==> src/rtl/gz_power_detector.sv <==
// Goertzel bin power detector: |Xk|^2 pipeline, band test and persistence hysteresis,
// emitting one 128-bit status word per accepted bin result.
module gz_power_detector #(
  parameter int          SW        = 16,
  parameter logic [32:0] LOWER     = 33'd65_028_096,
  parameter logic [32:0] UPPER     = 33'd67_108_864,
  parameter int          HOLD_N    = 4,
  parameter int          RELEASE_N = 4
) (
  input  logic            aclk,
  input  logic            arst,
  input  logic [2*SW-1:0] s_axis_tdata,
  input  logic            s_axis_tvalid,
  output logic            s_axis_tready,
  output logic [127:0]    m_axis_tdata,
  output logic            m_axis_tvalid,
  input  logic            m_axis_tready,
  output logic            signal_detected,
  output logic [15:0]     window_count
);

  localparam int PW = 2 * SW;
  localparam int MW = 2 * SW + 1;
  localparam logic [7:0] HOLD_L    = 8'(HOLD_N);
  localparam logic [7:0] RELEASE_L = 8'(RELEASE_N);

  typedef enum logic [1:0] {
    ST_IDLE,
    ST_ARMING,
    ST_DETECTED,
    ST_RELEASING
  } state_t;

  logic                 advance;
  logic                 in_hs;

  logic                 v1_q, v2_q, out_valid_q;
  logic signed [PW-1:0] p_re_q, p_im_q;
  logic [15:0]          seq1_q, seq2_q;
  logic [MW-1:0]        mag_q;
  logic [127:0]         word_q;
  logic [15:0]          window_count_q;
  state_t               state_q;
  logic [7:0]           run_q;
  logic                 det_q;

  logic signed [SW-1:0] re_in, im_in;
  logic signed [PW-1:0] p_re_d, p_im_d;
  logic [MW-1:0]        mag_d;
  logic                 in_band;
  state_t               state_d;
  logic [7:0]           run_d;
  logic                 det_d;
  logic [127:0]         word_d;
  logic [7:0]           run_inc;

  // The whole pipeline moves in lockstep; only an unaccepted output word stalls it.
  assign advance       = ~(out_valid_q & ~m_axis_tready);
  assign in_hs         = s_axis_tvalid & advance;
  assign s_axis_tready = advance;

  assign m_axis_tdata    = word_q;
  assign m_axis_tvalid   = out_valid_q;
  assign signal_detected = det_q;
  assign window_count    = window_count_q;

  always_comb begin
    re_in  = signed'(s_axis_tdata[2*SW-1:SW]);
    im_in  = signed'(s_axis_tdata[SW-1:0]);
    p_re_d = re_in * re_in;
    p_im_d = im_in * im_in;
    // Squares are non-negative, so zero-extension before the add cannot overflow.
    mag_d  = {1'b0, p_re_q} + {1'b0, p_im_q};
  end

  assign in_band = (33'(mag_q) > LOWER) && (33'(mag_q) < UPPER);
  assign run_inc = run_q + 8'd1;

  always_comb begin
    state_d = state_q;
    run_d   = run_q;
    det_d   = det_q;
    case (state_q)
      ST_IDLE: begin
        if (in_band) begin
          if (HOLD_L == 8'd1) begin
            state_d = ST_DETECTED;
            det_d   = 1'b1;
          end else begin
            state_d = ST_ARMING;
            run_d   = 8'd1;
          end
        end
      end
      ST_ARMING: begin
        if (in_band) begin
          if (run_inc == HOLD_L) begin
            state_d = ST_DETECTED;
            run_d   = 8'd0;
            det_d   = 1'b1;
          end else begin
            run_d = run_inc;
          end
        end else begin
          state_d = ST_IDLE;
          run_d   = 8'd0;
        end
      end
      ST_DETECTED: begin
        if (!in_band) begin
          if (RELEASE_L == 8'd1) begin
            state_d = ST_IDLE;
            det_d   = 1'b0;
          end else begin
            state_d = ST_RELEASING;
            run_d   = 8'd1;
          end
        end
      end
      ST_RELEASING: begin
        if (!in_band) begin
          if (run_inc == RELEASE_L) begin
            state_d = ST_IDLE;
            run_d   = 8'd0;
            det_d   = 1'b0;
          end else begin
            run_d = run_inc;
          end
        end else begin
          state_d = ST_DETECTED;
          run_d   = 8'd0;
        end
      end
      default: begin
        state_d = ST_IDLE;
        run_d   = 8'd0;
        det_d   = 1'b0;
      end
    endcase
  end

  always_comb begin
    word_d         = '0;
    word_d[32:0]   = 33'(mag_q);
    word_d[33]     = in_band;
    word_d[34]     = det_d;
    word_d[63:48]  = seq2_q;
  end

  always_ff @(posedge aclk) begin
    if (arst) begin
      v1_q           <= 1'b0;
      v2_q           <= 1'b0;
      out_valid_q    <= 1'b0;
      p_re_q         <= '0;
      p_im_q         <= '0;
      seq1_q         <= '0;
      seq2_q         <= '0;
      mag_q          <= '0;
      word_q         <= '0;
      window_count_q <= '0;
      state_q        <= ST_IDLE;
      run_q          <= '0;
      det_q          <= 1'b0;
    end else if (advance) begin
      v1_q        <= s_axis_tvalid;
      v2_q        <= v1_q;
      out_valid_q <= v2_q;
      if (in_hs) begin
        p_re_q         <= p_re_d;
        p_im_q         <= p_im_d;
        seq1_q         <= window_count_q;
        window_count_q <= window_count_q + 16'd1;
      end
      if (v1_q) begin
        mag_q  <= mag_d;
        seq2_q <= seq1_q;
      end
      // The FSM steps exactly once per result, on the edge that loads its status word.
      if (v2_q) begin
        word_q  <= word_d;
        state_q <= state_d;
        run_q   <= run_d;
        det_q   <= det_d;
      end
    end
  end

endmodule

==> config.mk <==
export PLATFORM = sky130hd
export DESIGN_NAME = gz_power_detector
export DESIGN_NICKNAME = d
export VERILOG_FILES = /design/src/rtl/gz_power_detector.sv
export SDC_FILE = /design/constraint.sdc
export NUM_CORES = 2
export LEC_CHECK = 0
export BUFFER_PORTS_ARGS = -buffer_cell sky130_fd_sc_hd__buf_2
export CAP_MARGIN = 20
export CORE_ASPECT_RATIO = 1.75
export CORE_MARGIN = 10
export CORE_UTILIZATION = 40
export DETAILED_ROUTE_END_ITERATION = 7
export HOLD_SLACK_MARGIN = 0.05
export PLACE_DENSITY = 0.59
export SYNTH_ARGS = -nofsm -noshare
export SYNTH_HDL_FRONTEND = slang
export SYNTH_SLANG_ARGS = --single-unit
==> constraint.sdc <==
create_clock -name aclk -period 7.4 [get_ports aclk]
set_input_delay 0 -clock aclk [delete_from_list [all_inputs] [get_ports aclk]]
set_output_delay 0 -clock aclk [all_outputs]
set_load 0.05 [all_outputs]
# Yosys cells after proc, flatten, opt, wreduce, memory -nomap -nowiden
# Cells that the tools add are included.
[totals] regBits=210 elab_cells=57
[classes] addsub=3 multipliers=2 magnitude_cmp=2 n_eq_ne=8 muxes=18 bitwise=4 n_reduce_logical=7
[ops] operator="multiplier 16 x 16 -> 32 bit" n=2
[ops] operator="two-way mux 8 bit" n=5
[ops] operator="adder 32 x 32 -> 33 bit" n=1
[ops] operator="> comparator 33 x 26 -> 1 bit (second input constant)" n=1
[ops] operator="< comparator 33 x 27 -> 1 bit (second input constant)" n=1
[ops] operator="case mux 8 bit (4 select lines)" n=1
[ops] operator="adder 16 x 1 -> 16 bit (second input constant)" n=1
[ops] operator="two-way mux 2 bit" n=6
[ops] operator="adder 8 x 1 -> 8 bit (second input constant)" n=1
[ops] operator="equality test 8 x 3 -> 1 bit (second input constant)" n=1
[ops] operator="case mux 2 bit (4 select lines)" n=1
[ops] operator="!= test 3 bit (second input constant)" n=2
[ops] operator="AND reduction 2 bit" n=3
[ops] operator="AND reduction 6 bit" n=1
[ops] operator="equality test 2 bit (second input constant)" n=2
[ops] operator="two-way mux 1 bit" n=4
[ops] operator="!= test 2 bit (second input constant)" n=2
[ops] operator="AND reduction 4 bit" n=1
[ops] operator="bitwise AND 1 bit" n=2
[ops] operator="equality test 2 x 1 -> 1 bit (second input constant)" n=1
[ops] operator="logical NOT 2 bit" n=1
[ops] operator="NOT 1 bit" n=2
[ops] operator="case mux 1 bit (2 select lines)" n=1
[ops] operator="logical AND 1 bit" n=1

# Logic depth before layout (Yosys ltp)
[depth] word_depth=5 ltp_mapped=25

# Worst setup path after synthesis
# OpenSTA, ideal clock, no wires.
[synth_timing] path_type="input to register" startpoint="input port s_axis_tdata[15]" endpoint="register p_im_q[30]" setup_time_ns=0.074 t_arrival_ns=6.000 required_ns=7.326 slack_ns=1.326 cell_stages=19 path_buffers=2 path_cell_list="clkbuf_1 -> inv_1 -> clkbuf_1 -> nor2_1 -> fa_1 -> fa_1 -> fa_1 -> fa_1 -> fa_1 -> inv_1 -> fa_1 -> inv_1 -> ha_1 -> a21o_1 -> a211o_1 -> nor4_4 -> o31ai_2 -> or4_1 -> a31oi_1"
[synth_between] elab_chain_cells=1
[synth_rtl] element="start, declared" line_no="12" text="input logic [2*SW-1:0] s_axis_tdata,"
[synth_rtl] element="multiplier 16 x 16 -> 32 bit" line_no="71" text="p_im_d = im_in * im_in;"
[synth_rtl] element="end signal, assigned" line_no="171" text="p_im_q <= p_im_d;"
[synth_rtl] element="end, declared" line_no="38" text="logic signed [PW-1:0] p_re_q, p_im_q;"
# Every way passes these cells.
# A chain may end at the register's enable or synchronous reset.

# Worst setup path after layout
[layout_timing] startpoint="input port s_axis_tdata[0]" endpoint="register p_im_q[24]"
# The elaborated chain is that of the path after synthesis.

==> impl_metrics.env <==
export IMPL_holdWs_ns=0.1265
export IMPL_yosysMostFrequentCell="inv_1"
export IMPL_status="finished clean"
export IMPL_clock_latency_ns=0.50
export IMPL_clk_pin_slew_worst_paths_ns=0.06
export IMPL_cts_buffers=21
export IMPL_fp_dieH_um=365.2
export IMPL_ys_ff_latch=207
export IMPL_fin_worst_skew_ns=0.01281
export IMPL_avgSynthCellArea_um2=8.655
export IMPL_route_detailed_drc=0
export IMPL_vias=20087
export IMPL_post_route_min_period_ns=6.063
export IMPL_grt_overflow_total=0
export IMPL_clock_sinks=207
export IMPL_drt_pass1_iter_count=5
export IMPL_start_kind="input port"
export IMPL_tritoncts="built"
export IMPL_critical_path_endpoint_type="flip-flop"
export IMPL_synth_edf_count=0
export IMPL_crit_start="s_axis_tdata[0]"
export IMPL_fmax_ghz=0.1649
export IMPL_hold_class="in2reg"
export IMPL_finalWirelength_mm=68.40
export IMPL_rsz0062_at_grt="no"
export IMPL_dieArea_um2=79350
export IMPL_die_w_um=217.3
export IMPL_hp_start="s_axis_tvalid"
export IMPL_slew_headroom=0.4379
export IMPL_fin_tns_setup_ns=0
export IMPL_async_flop_share=0
export IMPL_ios=183
export IMPL_antenna_found_initial=2
export IMPL_clk_path_buf_depth=3
export IMPL_worstPathMaxFanout=14
export IMPL_synthTopCellsByCount="inv_1, nand2_1, fa_1"
export IMPL_yosysSeqAreaShare=0.1521
export IMPL_finalSetupViolCount=0
export IMPL_rows=126
export IMPL_drt_iter0_drc=926
export IMPL_cts_setup_buffers=0
export IMPL_coreArea_um2=67470
export IMPL_max_cap_viol_count=0
export IMPL_r2r_slack_ns=4.57
export IMPL_ys_flop_type="dfxtp_1"
export IMPL_drive_gt1_frac=0.05869
export IMPL_synth_warnings=0
export IMPL_cp_arrival_ns=6.49
export IMPL_final_hold_violation_count=0
export IMPL_clock_root_buffer="clkbuf_16"
export IMPL_grt_util_all_layers=0.1758
export IMPL_fillerInstances=6929
export IMPL_syn2layout_area_growth_pct=6.426
export IMPL_dp_hpwl_mm=56.72
export IMPL_grt_max_degree=111
export IMPL_syn_area_um2=27240
export IMPL_crit_required_ns=7.82
export IMPL_io_buffers=105
export IMPL_htree_levels=1
export IMPL_grt_first_pass_wirelength_mm=112.7
export IMPL_preCtsSetupSlack_ns=0.9193
export IMPL_tightestPinTransition_ns=0.8422
export IMPL_final_nets=3893
export IMPL_netlist_instances=3147
export IMPL_grt_pass1_vias=22071
export IMPL_rr_startpoint="p_re_q[16]"
export IMPL_via_per_inst=4.920
export IMPL_yosys_area_top_type="fa_1"
export IMPL_multi_input_area_um2=19930
export IMPL_maxSlewViolCount=0
export IMPL_gp_congestion=0.8785
export IMPL_criticalPathCategory="in2reg"
export IMPL_ant_nets=0
export IMPL_synth_top_area_share=0.3447
export IMPL_wl_per_cell_um=16.75
export IMPL_fin_ws_ns=1.337
export IMPL_regArea_um2=4144
export IMPL_fin_crit_sh=0.8193
export IMPL_start_util=0.4037
export IMPL_synth_cell_type_count=79
export IMPL_ys_top_cells_by_area="fa_1, dfxtp_1, ha_1, inv_1, nand2_1"
export IMPL_final_util=0.4296
==> final timing paths <==
check / to / cells past startpoint
setup / recovery: p_im_q[24] / 24
hold / removal: v1_q / 3
setup reg to reg: mag_q[28] / 10
hold reg to reg: m_axis_tdata[54] / 2
==> through the flow <==
stage | instance area, um2 | instances
2_1_floorplan | 27520 | 3223
3_3_place_gp | 28240 | 4042
3_5_place_dp | 28240 | 4042
4_1_cts | 28960 | 4081
5_1_grt | 28990 | 4082
6_report | 28990 | 4083
==> layout by cell type, fill, tap and decap left out, drive strengths merged, types with 15 or more instances in the layout <==
master  Yosys  layout
buf        88     115
nor2      147     147
nand2     476     476
a21oi     230     230
dfxtp     207     207
a211oi     18      18
and2       77      77
nand3      39      39
conb        1      77
inv       650     650
a31oi      15      15
a21o       36      36
nor3       16      16
clkbuf    103      26
ha        214     214
fa        469     469
xnor2      77      77
xor2       45      45
and3       19      19
o21ai      53      53
nand2b     17      17
==> critical path, cell delays in order <==
cell	delay, ns
dlygate4sd3_1	0.53
buf_2	0.29
clkinv_1	0.37
nor2_1	0.41
ha_1	0.22
fa_1	0.16
inv_1	0.05
fa_1	0.49
inv_1	0.06
fa_1	0.49
fa_1	0.49
inv_1	0.05
fa_1	0.47
inv_1	0.04
ha_1	0.35
and3_1	0.20
and3_1	0.19
a32oi_2	0.40
nor3_2	0.14
or2_2	0.32
o41ai_1	0.36
xnor2_1	0.17
nand2_1	0.07
a21oi_1	0.16
==> cells by family (layout without fill, tap and decap cells) <==
kind of cell	Yosys count	after routing	synth area share
AND/OR/NAND/NOR	865	865	0.1424
buffers and inverters	843	806	0.1270
adder cells (fa/ha/maj)	683	683	0.4430
AO/OA/AOI/OAI	422	422	0.09458
flip-flops	207	207	0.1521
XOR/XNOR	122	122	0.03923
multiplexers	4	4	0.001516
other	1	78	0.0001377
==> registers in the layout, summed over array words and instances, names as in the netlist <==
register,flops
mag_q,33
seq2_q,16
v1_q,1
m_axis_tvalid,1
run_q,8
v2_q,1
seq1_q,16
state_q,2
p_im_q,31
m_axis_tdata,51
window_count,16
p_re_q,31
==> layout make-up <==
class	count	share of cell area
Antenna cell	1	0.00008632
Clock buffer	26	0.01981
Clock inverter	9	0.003626
Inverter	652	0.08442
Multi-Input combinational cell	2173	0.6874
Sequential cell	207	0.1429
Tap cell	896	0.03867
Timing Repair Buffer	119	0.02300
==> layer usage <==
layer | vias to the layer above | GRT usage | part of all wire
met5 | - | 0 | 0.00019
met3 | 126 | 0.01701 | 0.029
li1 | 9575 | - | -
met1 | 10013 | 0.1781 | 0.36
met4 | 2 | 0.06655 | 0.039
met2 | 371 | 0.3570 | 0.57
==> repair_timing <==
item	CTS	global route
gates resized for setup	0	0
hold buffers	4	0
hold endpoints to repair	32	0
Power is not shown: default switching activity piles up to over one toggle a cycle in this logic, so the estimate is an artifact.
